===== src/rtl/conv_window_sched_if.sv =====
`timescale 1ns/1ps
// conv_window_sched_if
//   Tap stream from the window scan controller to the 3x3 convolution stage.
//   master: drives the tap fields, out_valid and mem_rd_en, samples out_ready.
//   slave : samples the tap fields, drives out_ready.
//   Signals: out_valid/out_ready handshake, out_zero (padding tap),
//            mem_addr (feature-map address), mem_rd_en (BRAM read strobe),
//            tap_k/win_i/win_j (window position), row_last, frame_last.
interface conv_window_sched_if #(
    parameter int ADDR_W = 13
);
    logic              out_valid;
    logic              out_ready;
    logic              out_zero;
    logic [ADDR_W-1:0] mem_addr;
    logic              mem_rd_en;
    logic [1:0]        tap_k;
    logic [7:0]        win_i;
    logic [7:0]        win_j;
    logic              row_last;
    logic              frame_last;

    modport master (
        output out_valid, out_zero, mem_addr, mem_rd_en,
               tap_k, win_i, win_j, row_last, frame_last,
        input  out_ready
    );

    modport slave (
        input  out_valid, out_zero, mem_addr, mem_rd_en,
               tap_k, win_i, win_j, row_last, frame_last,
        output out_ready
    );
endinterface


===== src/rtl/conv_window_sched.sv =====
`timescale 1ns/1ps
// conv_window_sched
//   Walks a zero-padded IMG_W x IMG_H feature map in 3-row window order
//   (win_j outer, win_i middle, tap_k inner) and emits one tap per handshake,
//   each carrying a BRAM address or a zero-fill flag.
// Ports:
//   clk, rst        clock, asynchronous active-high reset
//   start           begin a frame (sampled only in IDLE)
//   cfg_pad_x/y     padding per side, latched on accepted start
//   abort           synchronous cancel of a running scan (beats handshake)
//   busy            high while scanning
//   done            one-cycle pulse after the final tap is accepted
//   tap_bus         tap stream (master side)
module conv_window_sched #(
    parameter int IMG_W  = 64,
    parameter int IMG_H  = 64,
    parameter int ADDR_W = 13
) (
    input  logic                        clk,
    input  logic                        rst,
    input  logic                        start,
    input  logic [3:0]                  cfg_pad_x,
    input  logic [3:0]                  cfg_pad_y,
    input  logic                        abort,
    output logic                        busy,
    output logic                        done,
    conv_window_sched_if.master         tap_bus
);

    typedef enum logic [1:0] {
        IDLE = 2'd0,
        SCAN = 2'd1,
        DONE = 2'd2
    } state_t;

    localparam logic signed [10:0] IMG_W_S = 11'(IMG_W);
    localparam logic signed [10:0] IMG_H_S = 11'(IMG_H);

    state_t      state, state_n;
    logic [3:0]  pad_x_q, pad_y_q;
    logic [1:0]  tap_k_q, tap_k_n;
    logic [7:0]  win_i_q, win_i_n;
    logic [7:0]  win_j_q, win_j_n;
    logic        latch_cfg;

    logic [8:0]  pw, ph;
    logic        in_scan, hs;
    logic        k_last, i_last, j_last;
    logic signed [10:0] pos_x, pos_y;
    logic        in_img;
    logic [ADDR_W-1:0] lin_addr;

    // Padded geometry derived from the latched pads, so cfg changes mid-scan
    // cannot disturb the walk.
    assign pw = 9'(IMG_W) + {4'b0, pad_x_q, 1'b0};
    assign ph = 9'(IMG_H) + {4'b0, pad_y_q, 1'b0};

    assign in_scan = (state == SCAN);
    assign hs      = in_scan & tap_bus.out_ready;

    assign k_last = (tap_k_q == 2'd2);
    assign i_last = ({1'b0, win_i_q} == pw - 9'd1);
    assign j_last = ({1'b0, win_j_q} == ph - 9'd3);

    // Position in the unpadded image; negative means left/top padding.
    assign pos_x = $signed({3'b000, win_i_q}) - $signed({7'b0, pad_x_q});
    assign pos_y = $signed({3'b000, win_j_q}) + $signed({9'b0, tap_k_q})
                 - $signed({7'b0, pad_y_q});

    assign in_img = (pos_x >= 11'sd0) && (pos_x < IMG_W_S) &&
                    (pos_y >= 11'sd0) && (pos_y < IMG_H_S);

    assign lin_addr = ADDR_W'(pos_y[9:0]) * ADDR_W'(IMG_W) + ADDR_W'(pos_x[9:0]);

    // Tap fields are decoded from registered state/counters only; gating with
    // in_scan keeps them at their reset values outside a scan.
    assign tap_bus.out_valid  = in_scan;
    assign tap_bus.out_zero   = in_scan & ~in_img;
    assign tap_bus.mem_addr   = (in_scan & in_img) ? lin_addr : '0;
    assign tap_bus.tap_k      = tap_k_q;
    assign tap_bus.win_i      = win_i_q;
    assign tap_bus.win_j      = win_j_q;
    assign tap_bus.row_last   = in_scan & k_last & i_last;
    assign tap_bus.frame_last = in_scan & k_last & i_last & j_last;
    assign tap_bus.mem_rd_en  = tap_bus.out_valid & tap_bus.out_ready & ~tap_bus.out_zero;

    assign busy = in_scan;
    assign done = (state == DONE);

    always_ff @(posedge clk or posedge rst) begin
        if (rst) begin
            state   <= IDLE;
            tap_k_q <= '0;
            win_i_q <= '0;
            win_j_q <= '0;
        end else begin
            state   <= state_n;
            tap_k_q <= tap_k_n;
            win_i_q <= win_i_n;
            win_j_q <= win_j_n;
        end
    end

    always_ff @(posedge clk or posedge rst) begin
        if (rst) begin
            pad_x_q <= '0;
            pad_y_q <= '0;
        end else if (latch_cfg) begin
            pad_x_q <= cfg_pad_x;
            pad_y_q <= cfg_pad_y;
        end
    end

    always_comb begin
        state_n   = state;
        tap_k_n   = tap_k_q;
        win_i_n   = win_i_q;
        win_j_n   = win_j_q;
        latch_cfg = 1'b0;
        case (state)
            IDLE: begin
                if (start) begin
                    state_n   = SCAN;
                    latch_cfg = 1'b1;
                    tap_k_n   = '0;
                    win_i_n   = '0;
                    win_j_n   = '0;
                end
            end
            SCAN: begin
                if (abort) begin
                    state_n = IDLE;
                    tap_k_n = '0;
                    win_i_n = '0;
                    win_j_n = '0;
                end else if (hs) begin
                    // All three counters wrap to 0 on the frame's last tap,
                    // leaving them at their idle values for DONE/IDLE.
                    if (k_last) begin
                        tap_k_n = '0;
                        if (i_last) begin
                            win_i_n = '0;
                            if (j_last) begin
                                win_j_n = '0;
                                state_n = DONE;
                            end else begin
                                win_j_n = win_j_q + 8'd1;
                            end
                        end else begin
                            win_i_n = win_i_q + 8'd1;
                        end
                    end else begin
                        tap_k_n = tap_k_q + 2'd1;
                    end
                end
            end
            DONE:    state_n = IDLE;
            default: state_n = IDLE;
        endcase
    end

endmodule


===== src/flat_wrapper.sv =====
// flat-port wrapper written by rule: the top's interface ports become plain ports
module conv_window_sched_flat 
#(
    parameter int IMG_W  = 64,
    parameter int IMG_H  = 64,
    parameter int ADDR_W = 13
)
  (clk, rst, start, cfg_pad_x, cfg_pad_y, abort, busy, done, tap_bus_out_valid, tap_bus_out_zero, tap_bus_mem_addr, tap_bus_mem_rd_en, tap_bus_tap_k, tap_bus_win_i, tap_bus_win_j, tap_bus_row_last, tap_bus_frame_last, tap_bus_out_ready);
  conv_window_sched_if #(.ADDR_W(ADDR_W)) tap_bus_i ();
  input  logic clk;
  input  logic rst;
  input  logic start;
  input  logic [3:0] cfg_pad_x;
  input  logic [3:0] cfg_pad_y;
  input  logic abort;
  output logic busy;
  output logic done;
  output wire logic [$bits(tap_bus_i.out_valid)-1:0] tap_bus_out_valid;
  output wire logic [$bits(tap_bus_i.out_zero)-1:0] tap_bus_out_zero;
  output wire logic [$bits(tap_bus_i.mem_addr)-1:0] tap_bus_mem_addr;
  output wire logic [$bits(tap_bus_i.mem_rd_en)-1:0] tap_bus_mem_rd_en;
  output wire logic [$bits(tap_bus_i.tap_k)-1:0] tap_bus_tap_k;
  output wire logic [$bits(tap_bus_i.win_i)-1:0] tap_bus_win_i;
  output wire logic [$bits(tap_bus_i.win_j)-1:0] tap_bus_win_j;
  output wire logic [$bits(tap_bus_i.row_last)-1:0] tap_bus_row_last;
  output wire logic [$bits(tap_bus_i.frame_last)-1:0] tap_bus_frame_last;
  input wire logic [$bits(tap_bus_i.out_ready)-1:0] tap_bus_out_ready;
  assign tap_bus_out_valid = tap_bus_i.out_valid;
  assign tap_bus_out_zero = tap_bus_i.out_zero;
  assign tap_bus_mem_addr = tap_bus_i.mem_addr;
  assign tap_bus_mem_rd_en = tap_bus_i.mem_rd_en;
  assign tap_bus_tap_k = tap_bus_i.tap_k;
  assign tap_bus_win_i = tap_bus_i.win_i;
  assign tap_bus_win_j = tap_bus_i.win_j;
  assign tap_bus_row_last = tap_bus_i.row_last;
  assign tap_bus_frame_last = tap_bus_i.frame_last;
  assign tap_bus_i.out_ready = tap_bus_out_ready;
  conv_window_sched #(.IMG_W(IMG_W), .IMG_H(IMG_H), .ADDR_W(ADDR_W)) u_core (.clk(clk), .rst(rst), .start(start), .cfg_pad_x(cfg_pad_x), .cfg_pad_y(cfg_pad_y), .abort(abort), .busy(busy), .done(done), .tap_bus(tap_bus_i));
endmodule

===== config.mk =====
export PLATFORM = sky130hd
export DESIGN_NAME = conv_window_sched_flat
export DESIGN_NICKNAME = d
export VERILOG_FILES = /design/src/rtl/conv_window_sched_if.sv /design/src/rtl/conv_window_sched.sv /design/src/flat_wrapper.sv
export SDC_FILE = /design/constraint.sdc
export NUM_CORES = 1
export LEC_CHECK = 0
export CAP_MARGIN = 20
export CORE_MARGIN = 1.5
export CORE_UTILIZATION = 43
export CTS_CLUSTER_SIZE = 24
export DETAILED_ROUTE_END_ITERATION = 6
export PLACE_DENSITY_LB_ADDON = 0.3
export SETUP_SLACK_MARGIN = 0.1
export SYNTH_ARGS = -nofsm -noshare
export SYNTH_HDL_FRONTEND = slang
export SYNTH_SLANG_ARGS = --single-unit

===== constraint.sdc =====
create_clock -name clk -period 8.2 [get_ports clk]
set_clock_uncertainty 0.15 [all_clocks]
set_input_delay 1.23 -clock clk [delete_from_list [all_inputs] [get_ports clk]]
set_output_delay 1.23 -clock clk [all_outputs]
set_load 0.005 [all_outputs]

==> results of run 1 <==
-- placed cells by master (no fill, tap or decap), types with 7 or more instances in the layout --
cell,instances
inv_1,24
or3_1,10
dfrtp_1,28
nand3_1,14
xnor2_1,14
nand2b_1,7
nand2_1,27
a21oi_1,7
o21ai_0,21
nor3_1,16
ha_1,21
nor2_1,23
nand4_1,7
o211ai_1,10
nor2b_1,9
xor2_1,15
clkdlybuf4s50_1,50
-- area by class of cell --
| class | count | area (um^2) | share of cell area |
|---|---|---|---|
| well taps | 75 | 93.84 | 0.02857 |
| repair buffers | 53 | 543.0 | 0.1653 |
| multi-input cells | 259 | 1785 | 0.5436 |
| clock buffers | 3 | 41.29 | 0.01257 |
| clock inverters | 1 | 30.03 | 0.009143 |
| inverters | 24 | 90.09 | 0.02743 |
| flip-flops and latches | 28 | 700.7 | 0.2133 |
-- sequential cells by signal, summed over array words and instances (netlist names) --
register and flops:
u_core.pad_x_q 4, u_core.pad_y_q 4, u_core.state 2, u_core.tap_bus.tap_k 2, u_core.tap_bus.win_i 8, u_core.tap_bus.win_j 8
-- per-stage QoR --
| stage | instances | total power (uW) | area, um^2 |
|---|---|---|---|
| 2_1_floorplan | 324 | 355.4 | 2641 |
| 3_3_place_gp | 438 | 412.5 | 3186 |
| 3_5_place_dp | 438 | 418.0 | 3186 |
| 4_1_cts | 442 | 527.2 | 3257 |
| 5_1_grt | 443 | 570.4 | 3284 |
| 6_report | 443 | 525.7 | 3284 |
-- critical path: cells and delay by family, from the launching register on --
| family | cells | cell delay, ps |
|---|---|---|
| buf+inv | 1 | 490 |
| compound gates | 4 | 830 |
| fa+ha+maj | 3 | 1030 |
| simple gates | 2 | 920 |
| xor+xnor | 1 | 190 |
| flops | 1 | 480 |
-- cells by family (layout without fill, tap and decap cells) --
group                      after synthesis  after routing  synth area share
AOI/OAI and AO/OA                       63             63            0.1568
xor gates and xnor gates                29             29           0.09617
adders and majority gates               25             25            0.1298
buffers and inverters                   37             81           0.05874
DFF                                     28             28            0.2653
muxes                                    1              1          0.004263
and+or+nand+nor                        141            141            0.2890
-- path summary, 6_finish.rpt --
check	to	depth (start not counted)	startpoint
setup / recovery	tap_bus_out_zero	11	u_core.tap_bus.win_j[0]
hold / removal	u_core.pad_y_q[0]	1	u_core.pad_y_q[0]
setup reg to reg	u_core.tap_bus.win_j[6]	8	u_core.pad_x_q[1]
hold reg to reg	u_core.pad_y_q[0]	1	u_core.pad_y_q[0]
max in group asynchronous	u_core.pad_x_q[3]	3	rst
min in group asynchronous	u_core.tap_bus.win_i[2]	2	rst
-- where the power goes --
| group | leakage (uW) | internal (uW) | switching [uW] | total [uW] |
|---|---|---|---|---|
| sequential | 0.000374 | 150 | 16.5 | 166 |
| combinational | 0.000922 | 118 | 133 | 251 |
| clock | 0.0000357 | 65.4 | 42.9 | 108 |
| total | 0.00133 | 333 | 192 | 526 |
-- layer usage --
metal  GRT usage  vias up  wire length [um]
met3     0.02247        4               266
met5           0        -                 0
li1            -     1239                 -
met2      0.3331       62              3022
met4     0.05000        0                34
met1      0.2974     1182              3041
==> summary.txt, run 1 <==
CTS
  – Clock transition at path regs: 90 ps
  – Setup bufs post-CTS: 0
  – CTS tree: yes
  – CTS H-Tree Depth: 1
  – Max Buffers Root-to-Sink: 2
  – CTS resizes: 0
  – Hold_buf cts: 0
  – CTS Buf Count: 3
  – Sink Count: 28
  – Latest clock arrival within the worst-skew pair: 270 ps
  – Clk Tree Root Cell: clkbuf_8

Worst setup path
  – CP Data Arrival Time: 4200 ps
  – CP Data Required Time: 6820 ps
  – Crit Path Category: flop to primary output
  – Crit path launch type: flop
  – Worst R2R Setup Slack: 5520 ps
  – Critical path's slowest cell: nor3_2
  – CP Capture Type: primary output
  – Crit path largest cell delay: 770 ps
  – Cells along the critical path: ha_1 > fa_1 > xor2_1 > ha_1 > nor2b_1 > o21a_1 > a211oi_1 > a211oi_1 > nor3_2 > o21a_1 > clkdlybuf4s50_1
  – CP max FO: 15

Logic synthesis
  – Synth top cells by count: 28 x dfrtp_1, 27 x nand2_1, 24 x inv_1
  – Synth top area cells: dfrtp_1 27%, ha_1 9.9%, xor2_1 5.0%
  – Sequential share of the synthesized area: 0.2653
  – Syn Nets: 362
  – Post-synth EDFFs: 0
  – Post-Syn Area per Cell: 8.152 um^2
  – FFs w/ async S/R, synth: 1.000
  – Yosys warns: 0
  – Distinct cells, synth: 47
  – Most frequent cell after synthesis: dfrtp_1
  – Synthesized instance count: 324
  – Yosys top cell by area: dfrtp_1
  – FF+latch count, synth: 28
  – Main synth FF type: dfrtp_1
  – Synthesized area: 2641 um^2
  – Post-synth top area share: 0.2653

STA
  – Final Max Slew Viols: 0
  – Fin. Hold Viols: 0
  – Hold Slack: 457.9 ps
  – Slew HR: 0.3009
  – Unrepaired setup endpoints after global routing: no
  – FMAX: 0.1791 GHz
  – Tcrit/Tclk final: 0.6807
  – Final setup fails: 0
  – Total negative slack: 0 ps
  – Final worst setup slack: 2618 ps
  – Measured slew at the worst slew-check pin: 1044 ps
  – Min Tclk post-route: 5582 ps

Placed design
  – Detailed-placement wirelength estimate: 5.026 mm
  – GPL Wtd Cong: 0.8962
  – I/O Buffers: 50
  – Pre-CTS setup slack: 2924 ps

Routing
  – Total Routed Length: 6.364 mm
  – DR iter-0 viols: 175
  – Via count: 2,487
  – DR WL/cell: 14.37 um
  – DR vias/cell: 5.614
  – Drt drc: 0
  – TritonRoute pass-1 iters: 4
  – ANT nets after route: 0

Floorplan
  – Starting density of the core: 0.4461
  – Core region area: 5921 um^2
  – Ports: 51
  – Die Ht: 81.38 um
  – Rows: 28
  – Die ar.: 6622 um^2
  – Die W: 81.38 um

Pwr
  – Leakage power: 0.001332 uW
  – Maximum VDD drop: 0.08369 mV
  – Power Density: 160.1 nW/um^2

Job
  – Max-Cap Viols: 0

Worst hold path
  – Hold WC Path Type: flop to flop

Status
  – Status: completed

Cells and area
  – Number of fill cells: 540
  – # diodes: 0
  – Post-layout util: 0.5547
  – Fin nets: 407
  – Share of layout cells above drive strength 1: 0.04620
  – Synth-to-layout area growth: 24.35%

GRT
  – Vias in the first global route: 2,243
  – Pin count of the biggest net entering global routing: 29
  – Total grt overflow: 0
  – Initial antenna violation count: 0
  – GRT Overall Usage: 0.2078
  – First-pass GRT wire length: 10.73 mm
Note: power is estimated with default switching activity, not from simulation.
==> run 2, diff against run 1 <==
Clock period 8.2 ns to 5.6 ns, I/O delays scaled along.
==> run 2 against run 1 <==
  * First-iteration DRC count down 31%
  * Global-route usage up 0.90 points
  * Clock-buffer cell count unchanged
  * Register-to-register slack worse by 2700 ps
  * Via count down 0.84%
  * Setup slack worse by 2000 ps
  * Combinational power up 47%
  * Largest power group unchanged
  * Power up 48%
  * Sequential cell count unchanged
  * Design area up 0.46%
  * Die area unchanged
==> summary.txt, run 2 (synthesis gave the netlist of run 1 again) <==
STA
  – Total negative slack: 0 ps (unchanged)
  – Final setup fails: 0 (unchanged)
  – Tcrit/Tclk final: 0.8962
  – Final Max Slew Viols: 0 (unchanged)
  – Measured slew at the worst slew-check pin: 666.3 ps (was 1044 ps)
  – Unrepaired setup endpoints after global routing: no (unchanged)
  – Fin. Hold Viols: 0 (unchanged)
  – FMAX: 0.1993 GHz
  – Slew HR: 0.5549 (was 0.3009)
  – Min Tclk post-route: 5019 ps
  – Hold Slack: 474.9 ps (was 457.9 ps)

Routing
  – Via count: 2,466 (was 2,487)
  – ANT nets after route: 0 (unchanged)
  – TritonRoute pass-1 iters: 4 (unchanged)
  – Total Routed Length: 6.729 mm (was 6.364 mm)
  – DR vias/cell: 5.542 (was 5.614)
  – DR WL/cell: 15.12 um (was 14.37 um)
  – Drt drc: 0 (unchanged)
  – DR iter-0 viols: 120 (was 175)

Worst setup path
  – Crit Reg-Reg Endpoint: u_core.tap_bus.win_j[2] (was u_core.tap_bus.win_j[6])
  – CP Buf/Inv Count: 2 (was 1)
  – Crit Path Category: flop to primary output (unchanged)
  – R2R Path Start: u_core.pad_x_q[1] (unchanged)
  – Cells along the critical path: ha_1 > fa_1 > xor2_1 > ha_1 > nor2b_1 > o21a_1 > a211oi_1 > a211oi_1 > nor3_2 > buf_4 > o21a_1 > clkdlybuf4s50_1 (was ha_1 > fa_1 > xor2_1 > ha_1 > nor2b_1 > o21a_1 > a211oi_1 > a211oi_1 > nor3_2 > o21a_1 > clkdlybuf4s50_1)
  – CP Capture Type: primary output (unchanged)
  – CP Data Required Time: 4610 ps (was 6820 ps)
  – Worst Reg-to-Reg Cells: 8 (unchanged)
  – Crit path max-delay family: adder cells (unchanged)
  – Crit path launch type: flop (unchanged)
  – CP Data Arrival Time: 4030 ps (was 4200 ps)
  – CP max FO: 9 (was 15)
  – Worst R2R Setup Slack: 2860 ps (was 5520 ps)
  – Crit path largest cell delay: 490 ps (was 770 ps)
  – Critical path's slowest cell: clkdlybuf4s50_1 (was nor3_2)

Cells and area
  – Share of layout cells above drive strength 1: 0.05135 (was 0.04620)
  – Fin nets: 409 (was 407)
  – Commonest non-fill, non-tap cell in the layout: clkdlybuf4s50_1 (unchanged)
  – Synth-to-layout area growth: 24.92% (was 24.35%)
  – Most frequent cells in the layout: 50 x clkdlybuf4s50_1, 28 x dfrtp_1, 27 x nand2_1, 24 x inv_1, 23 x nor2_1 (unchanged)
  – Fin area: 3299 um^2 (was 3284 um^2)
  – # diodes: 0 (unchanged)
  – Post-layout util: 0.5573 (was 0.5547)
  – Cell Count, Final, Fillers Out: 445 (was 443)

Floorplan
  – Die ar.: 6622 um^2 (unchanged)
  – Ports: 51 (unchanged)
  – Rows: 28 (unchanged)
  – Starting density of the core: 0.4461 (unchanged)
  – Die W: 81.38 um (unchanged)
  – Die Ht: 81.38 um (unchanged)
  – Core region area: 5921 um^2 (unchanged)

GRT
  – GRT Overall Usage: 0.2168 (was 0.2078)
  – Initial antenna violation count: 0 (unchanged)
  – First-pass GRT wire length: 11.10 mm (was 10.73 mm)
  – Pin count of the biggest net entering global routing: 29 (unchanged)
  – Total grt overflow: 0 (unchanged)
  – Vias in the first global route: 2,339 (was 2,243)

CTS
  – Latest clock arrival within the worst-skew pair: 280 ps (was 270 ps)
  – CTS resizes: 0 (unchanged)
  – Clock transition at path regs: 110 ps (was 90 ps)
  – Setup bufs post-CTS: 0 (unchanged)
  – CTS tree: yes (unchanged)
  – Hold_buf cts: 0 (unchanged)
  – CTS H-Tree Depth: 1 (unchanged)
  – CTS Buf Count: 3 (unchanged)
  – Max Buffers Root-to-Sink: 2 (unchanged)
  – Clk Tree Root Cell: clkbuf_8 (unchanged)
  – Sink Count: 28 (unchanged)

Status
  – Status: completed (unchanged)

Worst hold path
  – HP Start: u_core.pad_y_q[0] (unchanged)
  – Hold WC Path Type: flop to flop (unchanged)
  – Hold Crit Depth: 1 (unchanged)
  – Hold Path End: u_core.pad_y_q[0] (unchanged)

Job
  – Max-Cap Viols: 0 (unchanged)

Pwr
  – Leakage power: 0.001340 uW (was 0.001332 uW)
  – Maximum VDD drop: 0.1581 mV (was 0.08369 mV)
  – Power Density: 235.8 nW/um^2 (was 160.1 nW/um^2)

Placed design
  – I/O Buffers: 50 (unchanged)
  – Post-DP Area: 3201 um^2 (was 3186 um^2)
  – Placed Instances: 440 (was 438)
  – GPL Wtd Cong: 0.9740 (was 0.8962)
  – Detailed-placement wirelength estimate: 5.225 mm (was 5.026 mm)
[run 2: per-layer routing]
layer / wire, um / track usage
met1: 3095 / 0.3010
met2: 3249 / 0.3653
met3: 324 / 0.01685
met4: 58 / 0.04828
met5: 0 / 0
[run 2: where the power goes]
| part | internal, uW | switching (uW) |
|---|---|---|
| Combinational | 174 | 196 |
| Clock | 95.8 | 68.3 |
| Sequential | 219 | 25.5 |
| Total | 489 | 290 |
[run 2: area by class of cell]
type	instances	area [um^2]
clock buffer	3	41.29
clock inverter	1	30.03
fill	544	2621
inverter	24	90.09
multi-input combinational	259	1785
sequential	28	700.7
tap	75	93.84
timing repair buffer	55	558.0
[run 2: stage by stage]
| stage | power (uW) | setup WS, ps |
|---|---|---|
| floorplan | 520.4 | 1712 |
| global placement | 605.0 | 978.4 |
| detailed placement | 615.9 | 910.0 |
| CTS | 778.3 | 595.8 |
| global route | 838.2 | 287.3 |
| finish | 778.1 | 581.3 |
[run 2: worst max path at each step]
| stage | slack, ps | start | cells past startpoint | endpoint |
|---|---|---|---|---|
| floorplan | 1710 | u_core.tap_bus.win_j[0] | 11 | tap_bus_mem_addr[10] |
| global placement | 980 | u_core.tap_bus.win_j[0] | 12 | tap_bus_out_zero |
| detailed placement | 910 | u_core.tap_bus.win_j[0] | 12 | tap_bus_out_zero |
| CTS | 600 | u_core.tap_bus.win_j[0] | 12 | tap_bus_mem_addr[8] |
| global route | 290 | u_core.tap_bus.win_j[0] | 12 | tap_bus_mem_addr[8] |
| finish | 580 | u_core.tap_bus.win_j[0] | 12 | tap_bus_out_zero |
==> run 3, diff against run 2 <==
Settings changed: CAP_MARGIN 20 to unset.
Clock period 5.6 ns to 4.9 ns, I/O delays scaled along.
==> run 3 against run 2 <==
  * Clock-buffer cell count did not move
  * Clock power up 10%
  * Routed wire length down 1.7%
  * First-iteration DRC count rose by 26%
  * Power grew 17%
  * Sequential cell count stayed put
  * Final cell count grew 1.1%
  * Setup slack worse by 360 ps
==> summary.txt, run 3 (synthesis gave the netlist of run 1 again) <==
GRT
  – First-pass GRT wire length: 10.81 mm (was 11.10 mm)
  – Total grt overflow: 0 (unchanged)
  – Vias in the first global route: 2,303 (was 2,339)
  – Initial antenna violation count: 0 (unchanged)
  – Pin count of the biggest net entering global routing: 29 (unchanged)
  – GRT Overall Usage: 0.2086 (was 0.2168)

Worst setup path
  – Crit path top cell by count: a211oi_2
  – CP Data Arrival Time: 3790 ps (was 4030 ps)
  – Cells along the critical path: ha_1 > fa_2 > inv_1 > fa_1 > nor2b_2 > o21a_1 > a211oi_2 > a211oi_2 > nor3_2 > buf_4 > nor4_2 > clkdlybuf4s50_1 (was ha_1 > fa_1 > xor2_1 > ha_1 > nor2b_1 > o21a_1 > a211oi_1 > a211oi_1 > nor3_2 > buf_4 > o21a_1 > clkdlybuf4s50_1)
  – CP Data Required Time: 4010 ps (was 4610 ps)
  – Worst Reg-to-Reg Cells: 8 (unchanged)
  – CP Capture Type: primary output (unchanged)
  – Crit path launch type: flop (unchanged)
  – Critical path's slowest cell: fa_2 (was clkdlybuf4s50_1)
  – Crit path largest cell delay: 560 ps (was 490 ps)
  – Crit Path Category: flop to primary output (unchanged)
  – CP max FO: 15 (was 9)

Pwr
  – Maximum VDD drop: 0.1673 mV (was 0.1581 mV)
  – Pwr Total: 914.2 uW (was 778.1 uW)
  – Leakage power: 0.001390 uW (was 0.001340 uW)
  – Power Density: 268.6 nW/um^2 (was 235.8 nW/um^2)

Job
  – Max-Cap Viols: 0 (unchanged)

STA
  – Unrepaired setup endpoints after global routing: no (unchanged)
  – Final setup fails: 0 (unchanged)
  – FMAX: 0.2138 GHz
  – Slew HR: 0.3134 (was 0.5549)
  – Total negative slack: 0 ps (unchanged)
  – Measured slew at the worst slew-check pin: 1029 ps (was 666.3 ps)
  – Fin. Hold Viols: 0 (unchanged)
  – Final Max Slew Viols: 0 (unchanged)
  – Tcrit/Tclk final: 0.9545
  – Min Tclk post-route: 4677 ps

CTS
  – CTS tree: yes (unchanged)
  – Max Buffers Root-to-Sink: 2 (unchanged)
  – Sink Count: 28 (unchanged)
  – CTS H-Tree Depth: 1 (unchanged)
  – Clk Tree Root Cell: clkbuf_8 (unchanged)
  – CTS Buf Count: 3 (unchanged)
  – Latest clock arrival within the worst-skew pair: 270 ps (was 280 ps)
  – Hold_buf cts: 0 (unchanged)
  – Clock transition at path regs: 90 ps (was 110 ps)

Cells and area
  – FF/Latch Area: 705.7 um^2 (was 700.7 um^2)
  – Commonest non-fill, non-tap cell in the layout: clkdlybuf4s50_1 (unchanged)
  – Fin nets: 414 (was 409)
  – Share of layout cells above drive strength 1: 0.1147 (was 0.05135)
  – Area occupied by multi-input gates: 1864 um^2 (was 1785 um^2)
  – Most frequent cells in the layout: 49 x clkdlybuf4s50_1, 27 x nand2_1, 24 x inv_1, 24 x dfrtp_1, 23 x nor2_1 (was 50 x clkdlybuf4s50_1, 28 x dfrtp_1, 27 x nand2_1, 24 x inv_1, 23 x nor2_1)
  – Synth-to-layout area growth: 28.85% (was 24.92%)
  – # diodes: 0 (unchanged)
  – Number of fill cells: 517 (was 544)

Floorplan
  – Die Ht: 81.38 um (unchanged)
  – Starting density of the core: 0.4461 (unchanged)
  – Rows: 28 (unchanged)
  – Core region area: 5921 um^2 (unchanged)
  – Die ar.: 6622 um^2 (unchanged)
  – Ports: 51 (unchanged)
  – Die W: 81.38 um (unchanged)

Routing
  – DR iter-0 viols: 151 (was 120)
  – DR WL/cell: 14.70 um (was 15.12 um)
  – Drt drc: 0 (unchanged)
  – Total Routed Length: 6.614 mm (was 6.729 mm)
  – Via count: 2,525 (was 2,466)
  – ANT nets after route: 0 (unchanged)
  – DR vias/cell: 5.611 (was 5.542)
  – TritonRoute pass-1 iters: 4 (unchanged)

Placed design
  – GPL Wtd Cong: 0.9172 (was 0.9740)
  – Detailed-placement wirelength estimate: 5.154 mm (was 5.225 mm)
  – I/O Buffers: 50 (unchanged)

Worst hold path
  – Hold Crit Depth: 1 (unchanged)
  – Hold WC Path Type: flop to flop (unchanged)

Status
  – Status: completed (unchanged)
==> run 3: cell types whose count changed in the layout (fill, tap and decap cells not counted), sizes merged <==
cell,delta
buf,+5
clkdlybuf4s50,-1
dlymetal6s2s,+1
==> run 3: worst max-delay path, delay by kind of cell, from the launching register on <==
| family | cells | cell delay, ps |
|---|---|---|
| adder cells (fa/ha/maj) | 3 | 1180 |
| buffers and inverters | 3 | 810 |
| AO/OA/AOI/OAI | 3 | 560 |
| AND/OR/NAND/NOR | 3 | 510 |
| flip-flops | 1 | 450 |
==> run 3: timing repair <==
| action | in CTS | in global routing |
|---|---|---|
| buffers inserted | 0 | 6 |
| setup endpoints to repair | 2 | 15 |
| resized for setup | 1 | 22 |
| pin swaps | 0 | 4 |
==> run 3: routing by layer <==
layer,part of all wire,track usage,vias to the layer above,routed length [um]
met2,0.48,0.3554,76,3204
met5,0,0,-,0
met1,0.45,0.2875,1196,3003
met3,0.049,0.01910,9,326
met4,0.012,0.03966,0,80
li1,-,-,1244,-
==> run 3: final timing paths <==
check	startpoint	slack (ps)	endpoint
setup / recovery	u_core.tap_bus.tap_k[0]	220	tap_bus_mem_addr[2]
hold / removal	u_core.pad_y_q[0]	450	u_core.pad_y_q[0]
setup reg to reg	u_core.pad_x_q[0]	2190	u_core.tap_bus.win_j[6]
hold reg to reg	u_core.pad_y_q[0]	450	u_core.pad_y_q[0]
max in group asynchronous	rst	3060	u_core.tap_bus.win_j[0]
min in group asynchronous	rst	850	u_core.pad_x_q[2]
==> run 3: final cells by class <==
cell class	instances	area share
Tap cell	75	0.02757
Inverter	24	0.02647
Multi-Input combinational cell	259	0.5478
Timing Repair Buffer	60	0.1699
Clock inverter	1	0.008824
Clock buffer	3	0.01213
Sequential cell	28	0.2074
==> run 3: where the power goes <==
group / internal, uW / switching (uW)
combinational: 221 / 235
clock: 109 / 71.7
sequential: 251 / 25.3
==> run 3: metrics by stage <==
step             util  hold slack (ps)  cell area (um^2)  cells  worst slack, ps
5_1_grt        0.5748            475.7              3403    450            64.96
3_5_place_dp   0.5406            418.2              3201    440            375.8
6_report       0.5748            445.4              3403    450            223.0
4_1_cts        0.5537            442.8              3278    444            116.8
2_1_floorplan       -            381.6              2641    324             1117
3_3_place_gp   0.5406            417.6              3201    440            488.8
